--- config.mk ---
export PLATFORM = sky130hd
export DESIGN_NAME = uart_tx_gen
export DESIGN_NICKNAME = d
export VERILOG_FILES = /design/src/rtl/uart_tx_gen.sv
export SDC_FILE = /design/constraint.sdc
export NUM_CORES = 1
export LEC_CHECK = 0
export ABC_AREA = 0
export CAP_MARGIN = 20
export CORE_AREA = 2 2 86 88
export DETAILED_ROUTE_END_ITERATION = 8
export DIE_AREA = 0 0 88 90
export DONT_BUFFER_PORTS = 1
export PLACE_DENSITY = 0.75
export SLEW_MARGIN = 20
export SYNTH_ARGS = -nofsm -noshare
export SYNTH_HDL_FRONTEND = slang
export SYNTH_SLANG_ARGS = --single-unit
export TNS_END_PERCENT = 20
--- constraint.sdc ---
create_clock -name clk -period 3.74 [get_ports clk]
set_clock_uncertainty 0.05 [all_clocks]
set_input_delay 1.122 -clock clk [delete_from_list [all_inputs] [get_ports clk]]
set_output_delay 1.122 -clock clk [all_outputs]
set_load 0.01 [all_outputs]
--- src/rtl/uart_tx_gen.sv ---
// ============================================================================
// Module      : uart_tx_gen
// Description : FIFO-buffered UART transmitter with per-frame parity/stop/baud
// Revision    : 1.0 - initial release
// ============================================================================
`default_nettype none

module uart_tx_gen #(
    parameter int DATA_W     = 8,
    parameter int PRESCALE_W = 16,
    parameter int FIFO_DEPTH = 4
) (
    input  logic                          clk,
    input  logic                          rst,
    input  logic [DATA_W-1:0]             p_data,
    input  logic                          data_valid,
    output logic                          data_ready,
    input  logic                          par_en,
    input  logic                          par_typ,
    input  logic                          stop2,
    input  logic [PRESCALE_W-1:0]         prescale,
    output logic                          busy,
    output logic [$clog2(FIFO_DEPTH):0]   fifo_cnt,
    output logic                          out_tx
);

    localparam int                c_addr_w   = $clog2(FIFO_DEPTH);
    localparam logic [c_addr_w:0] c_full     = (c_addr_w + 1)'(FIFO_DEPTH);
    localparam logic [3:0]        c_last_bit = 4'(DATA_W - 1);

    typedef enum logic [2:0] {
        S_IDLE   = 3'd0,
        S_START  = 3'd1,
        S_DATA   = 3'd2,
        S_PARITY = 3'd3,
        S_STOP   = 3'd4
    } state_t;

    state_t                r_state;
    state_t                w_next;

    logic [DATA_W-1:0]     r_mem [FIFO_DEPTH];
    logic [c_addr_w-1:0]   r_wr_ptr;
    logic [c_addr_w-1:0]   r_rd_ptr;
    logic [c_addr_w:0]     r_count;
    logic                  w_push;
    logic                  w_pop;

    logic [DATA_W-1:0]     r_shift;
    logic                  r_parity;
    logic                  r_par_en_l;
    logic                  r_stop2_l;
    logic [PRESCALE_W-1:0] r_prescale_l;
    logic [PRESCALE_W-1:0] r_baud;
    logic [3:0]            r_bit_cnt;
    logic                  w_bit_end;
    logic                  w_tx_bit;
    logic                  w_busy;
    logic                  r_tx;
    logic                  r_busy;

    assign data_ready = (r_count != c_full);
    assign w_push     = data_valid && data_ready;
    assign fifo_cnt   = r_count;
    assign busy       = r_busy;
    assign out_tx     = r_tx;
    assign w_bit_end  = (r_baud == r_prescale_l);

    always_ff @(posedge clk) begin
        if (w_push) begin
            r_mem[r_wr_ptr] <= p_data;
        end
    end

    always_ff @(posedge clk) begin
        if (rst) begin
            r_wr_ptr <= '0;
            r_rd_ptr <= '0;
            r_count  <= '0;
        end else begin
            if (w_push) begin
                r_wr_ptr <= r_wr_ptr + 1'b1;
            end
            if (w_pop) begin
                r_rd_ptr <= r_rd_ptr + 1'b1;
            end
            if (w_push && !w_pop) begin
                r_count <= r_count + 1'b1;
            end else if (!w_push && w_pop) begin
                r_count <= r_count - 1'b1;
            end
        end
    end

    always_ff @(posedge clk) begin
        if (rst) begin
            r_state <= S_IDLE;
        end else begin
            r_state <= w_next;
        end
    end

    always_comb begin
        w_next   = r_state;
        w_pop    = 1'b0;
        w_tx_bit = 1'b1;
        w_busy   = 1'b1;
        case (r_state)
            S_IDLE: begin
                w_busy = 1'b0;
                if (r_count != '0) begin
                    w_pop  = 1'b1;
                    w_next = S_START;
                end
            end
            S_START: begin
                w_tx_bit = 1'b0;
                if (w_bit_end) begin
                    w_next = S_DATA;
                end
            end
            S_DATA: begin
                w_tx_bit = r_shift[0];
                if (w_bit_end && (r_bit_cnt == c_last_bit)) begin
                    w_next = r_par_en_l ? S_PARITY : S_STOP;
                end
            end
            S_PARITY: begin
                w_tx_bit = r_parity;
                if (w_bit_end) begin
                    w_next = S_STOP;
                end
            end
            S_STOP: begin
                // Chain straight into the next start bit when more words wait.
                if (w_bit_end && (r_bit_cnt == {3'b000, r_stop2_l})) begin
                    if (r_count != '0) begin
                        w_pop  = 1'b1;
                        w_next = S_START;
                    end else begin
                        w_next = S_IDLE;
                    end
                end
            end
            default: begin
                w_busy = 1'b0;
                w_next = S_IDLE;
            end
        endcase
    end

    // out_tx/busy are the FSM outputs delayed one clock, keeping them glitch-free.
    always_ff @(posedge clk) begin
        if (rst) begin
            r_tx         <= 1'b1;
            r_busy       <= 1'b0;
            r_shift      <= '0;
            r_parity     <= 1'b0;
            r_par_en_l   <= 1'b0;
            r_stop2_l    <= 1'b0;
            r_prescale_l <= '0;
            r_baud       <= '0;
            r_bit_cnt    <= '0;
        end else begin
            r_tx   <= w_tx_bit;
            r_busy <= w_busy;
            if (w_pop) begin
                r_shift      <= r_mem[r_rd_ptr];
                r_parity     <= (^r_mem[r_rd_ptr]) ^ par_typ;
                r_par_en_l   <= par_en;
                r_stop2_l    <= stop2;
                r_prescale_l <= prescale;
                r_baud       <= '0;
                r_bit_cnt    <= '0;
            end else if (r_state != S_IDLE) begin
                if (w_bit_end) begin
                    r_baud <= '0;
                    if (w_next != r_state) begin
                        r_bit_cnt <= '0;
                    end else begin
                        r_bit_cnt <= r_bit_cnt + 1'b1;
                    end
                    if (r_state == S_DATA) begin
                        r_shift <= r_shift >> 1;
                    end
                end else begin
                    r_baud <= r_baud + 1'b1;
                end
            end
        end
    end

endmodule

`default_nettype wire

* Word-level counts from Yosys, hierarchy flattened
Memories as Yosys holds them, arrays and structs flattened. A register that Yosys moved wholly into a read port is not among the register bits.
Cells that the tools add are included.
Widths: inputs -> output; s select.
** Storage, ports and cells
- Register bits :: 59
- Output and inout port bits :: 6
- RAM bits :: 32
- Bits of input ports :: 30
- Logic and storage cells :: 74
- Memories :: 1
** Memory list
- r_mem :: depth 4, width 8, read ports 1, clocked after memory_dff 1, wr ports 1, RTL line 42 : logic [DATA_W-1:0] r_mem [FIFO_DEPTH];
** Operators by class
- Equality and inequality tests :: 9
- Mux-type cells :: 25
- Bitwise operators :: 1
- Reductions and logical operators :: 19
- Add/sub/neg operators :: 6
** Operator list (count)
- $mux 8 :: 4
- $mux 3 :: 8
- $add 16x1->16 const B :: 1
- $eq 16x16->1 :: 1
- $mux 16 :: 1
- $pmux 3 s5 :: 1
- $reduce_bool 2->1 :: 4
- $reduce_xor 8->1 :: 1
- $eq 3x2->1 const B :: 2
- $mux 1 :: 6
- $reduce_bool 3->1 :: 2
- $logic_and 1x1->1 :: 5
- $add 2x1->2 const B :: 2
- $add 4x1->4 const B :: 1
- $eq 4x1->1 :: 1
- $eq 4x3->1 const B :: 1
- $mux 2 :: 2
- $mux 4 :: 1
- $reduce_or 4->1 :: 1
- $add 3x1->3 const B :: 1
- $eq 3x1->1 const B :: 1
- $eq 3x3->1 const B :: 1
- $logic_not 3->1 :: 1
- $ne 3x3->1 :: 1
- other kinds (9) :: 10

* Longest topological paths before layout
- Depth after elaboration :: 7
- Gate-level depth with buffers :: 14
- Gate-level depth less buffers :: 11

* Worst setup path before layout
No wires, ideal clock.
- Kind :: reg-to-reg
- From :: register r_count[0] (netlist: fifo_cnt[0])
- To :: register r_count[2] (netlist: fifo_cnt[2])
- Clock period less this slack :: 2.878 ns
- Buffers on the path :: 2
- Path slack :: 0.862 ns
- Arrival :: 2.758 ns
- Cell stages (with the launch flop) :: 13
- Library setup time :: 0.070 ns
- Required time :: 3.620 ns
- Cells stage by stage :: dfxtp_1 o31a_1 and3_1 a21o_1 buf_6 inv_2 clkbuf_1 ha_1 inv_1 fa_1 xor2_1 or3_1 a21oi_1
** On the way
- Word-level cells in the longest chain between the ends :: 7
- Elaborated cells between the ends (all ways) :: 15
- Classes of those cells :: add/sub: 2; eq/ne: 1; mux: 5; reduce/logical: 7
** RTL lines
- start: declaration :: RTL line 45 : logic [c_addr_w:0] r_count;
- start signal: assignment :: RTL line 88 : r_count <= r_count + 1'b1;
- start signal: assignment :: RTL line 90 : r_count <= r_count - 1'b1;
- $reduce_bool 3->1 :: RTL line 111, 137
- $mux 1 :: RTL line 111, 137
- $mux 1 :: RTL line 136 : if (w_bit_end && (r_bit_cnt == {3'b000, r_stop2_l})) begin
- $pmux 1 s2 :: RTL line 108 : case (r_state)
- $logic_not 1->1 :: RTL line 87 : if (w_push && !w_pop) begin
- $logic_and 1x1->1 :: RTL line 87
- $mux 3 or $reduce_bool 2->1 (tied branches)
Parallel ways exist; a longest one is shown, timed or not. The select of a mux whose other input is x is not followed.
A chain may end at the register's enable or synchronous reset.

* Final worst setup path
Same ends and word-level chain as after synthesis.

==> impl_metrics.env <==
export IMPL_outcome="complete, no violations"
export IMPL_portBuffers=0
export IMPL_rr_worst_depth=10
export IMPL_synth_async_reset_ratio=0
export IMPL_crit_path_end_kind="register"
export IMPL_swShare=0.383
export IMPL_maxSlewHeadroom=0.441
export IMPL_diodes=0
export IMPL_whs_ns=0.417
export IMPL_setup_violations=0
export IMPL_finalSetupTns_ns=0
export IMPL_die_w_um=88
export IMPL_grt_use_total=0.203
export IMPL_p_leak_nw=1.45
export IMPL_rsz0062_at_grt="false"
export IMPL_crit_arrival_ns=3.25
export IMPL_die_area_mm2=0.00792
export IMPL_p_clk_frac=0.195
export IMPL_seqCellArea_mm2=0.00218
export IMPL_nNetsFinal=412
export IMPL_grt_max_degree=44
export IMPL_antenna_found_initial=0
export IMPL_synth_edf_count=32
export IMPL_crit_type="register to register"
export IMPL_cts_hold_buf=0
export IMPL_fp_row_count=31
export IMPL_synthFlopType="dfxtp_1"
export IMPL_drc=0
export IMPL_synth_top_cell_by_area="dfxtp_1"
export IMPL_synth_area_mm2=0.00408
export IMPL_grt_use_met3=0.0606
export IMPL_drv_slew=0
export IMPL_gp_congestion=0.837
export IMPL_firstDrtPassIters=4
export IMPL_grt_use_met1=0.247
export IMPL_synth_top_area_share=0.300
export IMPL_hold_depth=2
export IMPL_power_density_mw_per_mm2=799
export IMPL_cts_max_level=3
export IMPL_ir_worst_vdd_uv=432
export IMPL_cts_tree="done"
export IMPL_syn_area_per_cell_um2=10.6
export IMPL_dp_cells=462
export IMPL_maxCapViolations=0
export IMPL_drive_gt1_frac=0.0820
export IMPL_clock_latency_ns=0.36
export IMPL_cp_start_kind="register"
export IMPL_synth_nets=421
export IMPL_hpwlAfterDp_mm=5.05
export IMPL_synth_top_cells_by_count="61 x dfxtp_1, 54 x nand2_1, 35 x a21oi_1"
export IMPL_clkSinkCount=93
export IMPL_intPower_mw=2.12
export IMPL_cts_resized=0
export IMPL_final_hold_viol_count=0
export IMPL_fp_dieH_um=90
export IMPL_wl_per_cell_um=15.3
export IMPL_yosys_cell_count_top_type="dfxtp_1"
export IMPL_cts_setup_buffers=0
export IMPL_totalWireLength_mm=7.30
export IMPL_ios=36
export IMPL_p_seq_frac=0.419
export IMPL_core_mm2=0.00702
export IMPL_timing_fmax_mhz=334
export IMPL_busiest_layer="met2"
export IMPL_antenna_left=0
export IMPL_met2_usage=0.337
export IMPL_drt_iter0_markers=216
export IMPL_clock_path_buffers=2
export IMPL_cts_root_buffer="clkbuf_8"
export IMPL_viasPerCell=5.60
export IMPL_nFillCells=564
export IMPL_ys_types=48
export IMPL_yosysWarnings=0
export IMPL_ys_ff_latch=93
export IMPL_clk_pin_slew_ns=0.09
export IMPL_min_period_ns=3.00
export IMPL_fin_cells=477
export IMPL_worst_pin_slew_ns=0.832
export IMPL_area_growth_pct=5.28
export IMPL_hold_class="register to register"
export IMPL_vias=2671
export IMPL_cts_buffers_inserted=9
export IMPL_initial_core_util=0.580
export IMPL_min_period_over_period=0.801
export IMPL_seq_area_frac_synth=0.535
export IMPL_switchingPower_mw=1.31
export IMPL_grt_pass1_wl_mm=12.5
export IMPL_grt_pass1_vias=2701
export IMPL_syn_inst=383
export IMPL_multi_input_area_mm2=0.00176
export IMPL_path_max_fanout=32
export IMPL_cp_required_ns=3.99
export IMPL_grt_overflow=0
export IMPL_p_comb_frac=0.386
export IMPL_yosys_top_cells_area="dfxtp_1 30%, edfxtp_1 24%, xnor2_1 6.2%"
[flip-flops by register name, indices dropped and copies added, names as in the netlist, named ones only]
name / count
busy: 1
fifo_cnt: 3
out_tx: 1
r_baud: 16
r_bit_cnt: 4
r_mem: 32
r_par_en_l: 1
r_parity: 1
r_prescale_l: 16
r_rd_ptr: 2
r_shift: 8
r_state: 3
r_stop2_l: 1
r_wr_ptr: 2
[critical path: stages, from the launching register on]
cell	delay, ns
dfxtp_1	0.40
o31a_1	0.37
and3_1	0.18
a21o_1	0.19
inv_2	0.42
ha_1	0.29
inv_1	0.06
fa_1	0.37
xor2_1	0.16
or3_1	0.31
a21oi_1	0.14
[path summary, 6_finish.rpt]
check | start | endpoint | slack, ns
max | fifo_cnt[0] | fifo_cnt[2] | 0.74
min | r_prescale_l[11] | r_prescale_l[11] | 0.42
max reg2reg | fifo_cnt[0] | fifo_cnt[2] | 0.74
min reg2reg | r_prescale_l[11] | r_prescale_l[11] | 0.42
[per-layer routing]
layer  share of wire  up-vias
li1                -     1321
met1            0.42     1294
met2            0.51       43
met3           0.045       13
met4           0.018        0
met5               0        -
[cell usage in the layout, fill, tap and decap left out, types with 2 or more instances in the layout]
master,count
dfxtp_1,61
mux2i_1,3
nor3_1,6
clkinvlp_4,2
xor2_1,16
a21oi_1,35
and2_1,3
edfxtp_1,32
nand2_1,54
a22oi_1,5
inv_1,6
nand4_1,7
a311oi_2,2
mux4_2,8
nor2_1,34
or3_1,5
nand3_1,15
and3_1,10
clkbuf_8,9
xnor2_1,29
ha_1,7
inv_6,2
[power by group through the flow]
stage	clock [mW]	combinational (mW)	sequential, mW
after global placement	0	1.29	1.45
after CTS	0.680	1.34	1.44
after global routing	0.716	1.49	1.47
after floorplan	0	1.21	1.39
after detailed placement	0	1.33	1.46
final	0.668	1.32	1.44
[final cells by class]
type	count	area share
Tap cell	99	0.0289
Clock inverter	6	0.0166
Timing Repair Buffer	1	0.00175
Inverter	7	0.00612
Multi-Input combinational cell	262	0.409
Clock buffer	9	0.0289
Sequential cell	93	0.509
[logic make-up (layout without fill, tap and decap cells)]
kind of cell | count (synthesis) | in the layout | share of synthesized area
xor gates and xnor gates | 46 | 46 | 0.102
DFF | 93 | 93 | 0.535
AOI/OAI and AO/OA | 55 | 55 | 0.0844
adders and majority gates | 8 | 8 | 0.0264
and+or+nand+nor | 142 | 142 | 0.166
buffers and inverters | 28 | 23 | 0.0338
muxes | 11 | 11 | 0.0516
[per-stage QoR]
step | total power [mW] | worst slack (ns) | area, µm² | utilization
floorplan | 2.60 | 0.862 | 4080 | -
global placement | 2.74 | 0.824 | 4100 | 0.583
detailed placement | 2.79 | 0.768 | 4100 | 0.583
CTS | 3.46 | 0.743 | 4290 | 0.611
global route | 3.68 | 0.531 | 4290 | 0.611
finish | 3.43 | 0.744 | 4290 | 0.611
Note: power is estimated with default switching activity, not from simulation.
